[src/rtl/pipe_stage_skid.sv]
// Pipeline stage register with valid/ready handshake, synchronous flush and an
// optional two-entry skid buffer that registers the upstream ready.
module pipe_stage_skid #(
    parameter int DATA_W = 32,
    parameter int LANES  = 4,
    parameter int CTRL_W = 8,
    parameter int RD_W   = 5,
    parameter int SKID   = 1
) (
    input  logic                    clk,
    input  logic                    rst,
    input  logic                    flush,
    input  logic                    in_valid,
    output logic                    in_ready,
    input  logic [LANES*DATA_W-1:0] in_data,
    input  logic [CTRL_W-1:0]       in_ctrl,
    input  logic [RD_W-1:0]         in_rd,
    output logic                    out_valid,
    input  logic                    out_ready,
    output logic [LANES*DATA_W-1:0] out_data,
    output logic [CTRL_W-1:0]       out_ctrl,
    output logic [RD_W-1:0]         out_rd,
    output logic [1:0]              occupancy
);

    localparam int BUS_W = LANES * DATA_W;

    logic [BUS_W-1:0]  head_data_q, head_data_d, skid_data_q, skid_data_d;
    logic [CTRL_W-1:0] head_ctrl_q, head_ctrl_d, skid_ctrl_q, skid_ctrl_d;
    logic [RD_W-1:0]   head_rd_q, head_rd_d, skid_rd_q, skid_rd_d;
    logic [1:0]        occ_q, occ_d;
    logic              rdy_q, rdy_d;
    logic              out_valid_s, push_s, pop_s;

    assign out_valid_s = (occ_q != 2'd0);
    // With the skid buffer in_ready is a flop, so out_ready never reaches it.
    assign in_ready    = (SKID != 0) ? rdy_q : (!out_valid_s || out_ready);
    assign push_s      = in_valid && in_ready;
    assign pop_s       = out_valid_s && out_ready;

    assign out_valid = out_valid_s;
    assign out_data  = head_data_q;
    assign out_ctrl  = out_valid_s ? head_ctrl_q : {CTRL_W{1'b0}};
    assign out_rd    = head_rd_q;
    assign occupancy = occ_q;

    // Next-state: occupancy, head/skid contents and registered ready
    always_comb begin
        head_data_d = head_data_q;
        head_ctrl_d = head_ctrl_q;
        head_rd_d   = head_rd_q;
        skid_data_d = skid_data_q;
        skid_ctrl_d = skid_ctrl_q;
        skid_rd_d   = skid_rd_q;
        occ_d       = occ_q;
        if (flush) begin
            occ_d = 2'd0;
        end else if (SKID != 0) begin
            case (occ_q)
                2'd0: begin
                    if (push_s) begin
                        head_data_d = in_data;
                        head_ctrl_d = in_ctrl;
                        head_rd_d   = in_rd;
                        occ_d       = 2'd1;
                    end else begin
                        occ_d = 2'd0;
                    end
                end
                2'd1: begin
                    if (push_s && pop_s) begin
                        head_data_d = in_data;
                        head_ctrl_d = in_ctrl;
                        head_rd_d   = in_rd;
                    end else if (push_s) begin
                        skid_data_d = in_data;
                        skid_ctrl_d = in_ctrl;
                        skid_rd_d   = in_rd;
                        occ_d       = 2'd2;
                    end else if (pop_s) begin
                        occ_d = 2'd0;
                    end else begin
                        occ_d = 2'd1;
                    end
                end
                2'd2: begin
                    if (pop_s) begin
                        head_data_d = skid_data_q;
                        head_ctrl_d = skid_ctrl_q;
                        head_rd_d   = skid_rd_q;
                        occ_d       = 2'd1;
                    end else begin
                        occ_d = 2'd2;
                    end
                end
                default: begin
                    occ_d = 2'd0;
                end
            endcase
        end else begin
            if (push_s) begin
                head_data_d = in_data;
                head_ctrl_d = in_ctrl;
                head_rd_d   = in_rd;
                occ_d       = 2'd1;
            end else if (pop_s) begin
                occ_d = 2'd0;
            end else begin
                occ_d = occ_q;
            end
        end
        rdy_d = (occ_d != 2'd2);
    end

    // State registers with synchronous reset
    always_ff @(posedge clk) begin
        if (rst) begin
            head_data_q <= {BUS_W{1'b0}};
            head_ctrl_q <= {CTRL_W{1'b0}};
            head_rd_q   <= {RD_W{1'b0}};
            skid_data_q <= {BUS_W{1'b0}};
            skid_ctrl_q <= {CTRL_W{1'b0}};
            skid_rd_q   <= {RD_W{1'b0}};
            occ_q       <= 2'd0;
            rdy_q       <= 1'b1;
        end else begin
            head_data_q <= head_data_d;
            head_ctrl_q <= head_ctrl_d;
            head_rd_q   <= head_rd_d;
            skid_data_q <= skid_data_d;
            skid_ctrl_q <= skid_ctrl_d;
            skid_rd_q   <= skid_rd_d;
            occ_q       <= occ_d;
            rdy_q       <= rdy_d;
        end
    end

endmodule

[config.mk]
export PLATFORM = sky130hd
export DESIGN_NAME = pipe_stage_skid
export DESIGN_NICKNAME = d
export VERILOG_FILES = /design/src/rtl/pipe_stage_skid.sv
export SDC_FILE = /design/constraint.sdc
export NUM_CORES = 1
export LEC_CHECK = 0
export CAP_MARGIN = 20
export CORE_UTILIZATION = 53
export DETAILED_ROUTE_END_ITERATION = 6
export GPL_ROUTABILITY_DRIVEN = 0
export PLACE_DENSITY = 0.95
export SLEW_MARGIN = 20
export SYNTH_ARGS = -nofsm -noshare
export SYNTH_HDL_FRONTEND = slang
export SYNTH_SLANG_ARGS = --single-unit
[constraint.sdc]
create_clock -name clk -period 3.5 [get_ports clk]
set_clock_uncertainty 0.1 [all_clocks]
set_input_delay 0.35 -clock clk [delete_from_list [all_inputs] [get_ports clk]]
set_output_delay 0.35 -clock clk [all_outputs]
set_load 0.05 [all_outputs]
==> results.md <==
- The run finished with clean final reports.
- In the final routed layout, each cell accounts on average for 17.1 um.
- The reported net switching power is 2.07 mW.
- The number of antenna violations at the first check in global routing is 2.
- Setup repair after global routing left no endpoint under its margin.
- Yosys mapped the design onto 22 distinct sky130hd cell types.
- The number of detailed-route iterations in the first pass is 5.
- The delay of the slowest cell on the worst path is 0.75 ns.
- TritonCTS built the clock tree.
- The library cell used most frequently in the layout, excluding fill and tap cells, is clkdlybuf4s50_1.
- CTS built an H-tree with a depth of 1.
- The maximum clock path buffer count is 3.
- For the worst flop-to-flop path, the logic depth is 5.
- Synthesis inferred 285 register bits.
- The critical path is of the reg -> out type.
- The final net count is 1636.
- The number of gates on the worst path with buffers counted is 3.
- The required time at the worst-slack endpoint is 3.05 ns.
- In this run the remaining antenna-violating nets after routing total 0.
- The worst path needs 2.96 ns of the cycle, external delays included.
- The data arrival time at the worst-slack endpoint is 2.51 ns.
- The net switching share of the total power is 27.3%.
- The area of the die is 0.0217 mm2.
- For this design the ratio of total power to cell area is 505 mW/mm2.
- After detailed routing, the number of vias per cell comes to 5.55.
- The overall fraction of global-route tracks in use is 27.1%.
- The number of buffers and inverters on the critical path is 1.
- The worst path uses 84.7% of the clock period.
- The number of remaining DRC errors is 0.
- Power comes to 7.59 mW.
- The actual transition at the worst max-transition pin is 1.02 ns.
- The kind of cell adding the most delay to the critical path is simple AND/OR/NAND/NOR gates.
- The first-pass GRT wire length is 48.0 mm.
- The relative max-transition margin is 31.7%.
- The part of the total power dissipated in combinational logic is 16.2%.
- The detailed-route wire length is 30.6 mm.
- Detailed placement ended at an HPWL of 19.1 mm.
- The post-synthesis cell type with the largest combined area is dfxtp_1.
- The hold-fix buffer count after cts is 0.
- In this run the cell area of the synthesized design comes to 0.0112 mm2.
- Synthesis produced a netlist whose cell count is 1268.
- After clock tree synthesis, the clock-pin slew on the worst setup and hold paths is 0.06 ns.
- The number of failing hold endpoints at the final stage is 0.
- After clock tree synthesis, the setup repair step added 0 buffers.
- During synthesis, Yosys emitted a total of 0 warnings.
- The internal cell power is 5.51 mW.
- The slowest stage of the critical path belongs to the cell clkdlybuf4s50_1.
- The top cell types in the final layout, fill and taps aside, are 289 x clkdlybuf4s50_1, 285 x dfxtp_1, 283 x nand2_1.
- The remaining global-route overflow is 0.
- The setup violation total in the final timing report is 0.
- Per report_power, the clock group accounts for 38.2% of the total.
- After floorplanning, the core was divided into 52 placement rows.
- Compared with the post-synthesis result, the final layout area differs by 34.2%.
- The number of clock sinks is 285.
- IR analysis of the VDD net gives a maximum drop of 0.407 mV.
- Summed over all cells, the static leakage comes to 6.10 nW.
- In the final layout, the share of cells above drive strength 1 is 4.11%.
- For the worst-skew pair, the clock arrives at the later sink with an insertion delay of 0.54 ns.
- The number of buffer cells added on primary ports is 290.
- The reg-to-reg critical path startpoint is occupancy[1].
- The worst hold path stage count is 3.
- The initial utilization of the core area, before any placement, comes to 54.7%.
- The endpoint of the worst register-to-register path is skid_data_q[45].
- The height of the die is 147 um.
- In this run the count of I/O pins placed on the die edge is 291.
- The startpoint of the lowest-slack hold path is in_data[50].
- Traced cell by cell, the critical path runs through nor2_1, nor2b_1, clkdlybuf4s50_1.
- For this block, the via count after detailed routing is 9885.
- The number of global-route vias before repair was 9623.
- The number of violations of the max-capacitance limit is 0.
- The tree is rooted in a clkbuf_16.
- The tightest min-delay check is of the in -> reg type.
- The synthesized design devotes to its leading area cell type 51.0% of total area.
- The worst hold path terminates at skid_data_q[50].
- Derived from the worst setup path, the maximum achievable clock frequency is 337 MHz.
- The die width is 147 um.
- The setup total negative slack is 0 ns.
- The area inside the core boundary is 0.0204 mm2.
- The kind of end point of the critical path is an output port.
- The sequential fraction of design power is 45.6%.
- The count of instances resized after the clock tree is built is 0.
- The sequential area share after synthesis is 51.0%.
- Sorting the synthesized cells by area gives the leading types as dfxtp_1 51%, mux2i_1 13%, nand2_1 9.5%, a211oi_1 9.5%, a21oi_1 6.3%.
- The minimum setup slack among reg-to-reg paths is 1.20 ns.
- A synthesized cell averages 8.82 um2.
- Counting every net in the synthesized netlist gives 1414.
- The number of buffers created by CTS is 29.
- The critical path launch point type is a flip-flop.
- The DRC marker count from the first detailed-route iteration is 626.
- The count of final max-slew check failures is 0.
- The pin count of the biggest net entering global routing is 155.
- The largest fanout of any net on the critical path is 9.
==> worst register-to-register path: cells and delay by family, from the launching register on <==
kind,cells,cell delay (ns)
AND/OR/NAND/NOR,3,1.02
buffers and inverters,1,0.48
flip-flops,1,0.46
AO/OA/AOI/OAI,1,0.18
==> stage by stage <==
step	worst slack, ns	cells	instance area [um2]	utilization (%)	hold slack [ns]
finish	0.535	1782	15000	73.5	0.282
global placement	0.901	1729	14100	69.0	0.340
CTS	0.517	1780	15000	73.4	0.276
floorplan	1.38	1268	11200	-	0.326
global route	0.460	1782	15000	73.5	0.283
detailed placement	0.806	1729	14100	69.0	0.346
==> flip-flops by register name (all words and copies together) (netlist names) <==
name / count
skid_rd_q: 5
out_data: 128
head_ctrl_q: 8
in_ready: 1
skid_ctrl_q: 8
skid_data_q: 128
out_rd: 5
occupancy: 2
==> cell type report <==
cell class                 instances  area, um2
antenna                            2       5.00
clock inverter                     9       51.3
timing repair buffer             301       3080
multi-input combinational        870       4970
clock buffer                      42        845
tap                              270        338
sequential                       285       5710
fill                            1413       5420
inverter                           3       11.3
==> how the worst max path moves through the flow <==
stage / slack (ns) / end / from
2_1_floorplan: 1.38 / out_ctrl[0] / occupancy[1]
3_3_place_gp: 0.90 / skid_data_q[39] / out_ready
3_5_place_dp: 0.81 / skid_data_q[45] / out_ready
4_1_cts: 0.52 / out_ctrl[2] / occupancy[1]
5_1_grt: 0.46 / out_ctrl[2] / occupancy[1]
6_report: 0.54 / out_ctrl[2] / occupancy[1]
==> logic make-up (layout without fill, tap and decap cells) <==
logic type | after synthesis | after routing | share of synthesized area [%]
AND/OR/NAND/NOR | 442 | 442 | 15.4
AO/OA/AOI/OAI | 286 | 286 | 16.2
flip-flops | 285 | 285 | 51.0
multiplexers | 142 | 142 | 12.7
buffers and inverters | 113 | 355 | 4.64
other | 0 | 2 | 0
==> Yosys cell counts <==
cell type,n
clkbuf_1,45
or3_1,1
o32ai_4,1
nand2_1,283
o22ai_1,1
nand2b_1,3
o21a_1,1
or4_1,1
nor2_1,142
a211oi_1,141
a21oi_1,141
inv_1,3
mux2i_1,142
buf_6,1
nand3b_4,1
dfxtp_1,285
nor3b_1,1
nor3_2,1
buf_2,61
buf_4,3
nor2b_1,9
a21boi_0,1
==> per-layer routing <==
metal,part of all wire [%],GRT usage [%],vias up
met5,0,0,-
met4,4.1,12.2,0
met3,8.2,5.99,74
met2,49,46.9,391
met1,39,32.0,4620
li1,-,-,4800
==> power groups by stage <==
stage          clock, mW  combinational (mW)  sequential (mW)
5_1_grt             3.07                1.29             3.47
3_5_place_dp           0                1.22             3.53
6_report            2.90                1.23             3.46
4_1_cts             2.94                1.23             3.46
2_1_floorplan          0               0.341             3.90
3_3_place_gp           0                1.19             3.52
(Power assumes the default switching activity.)
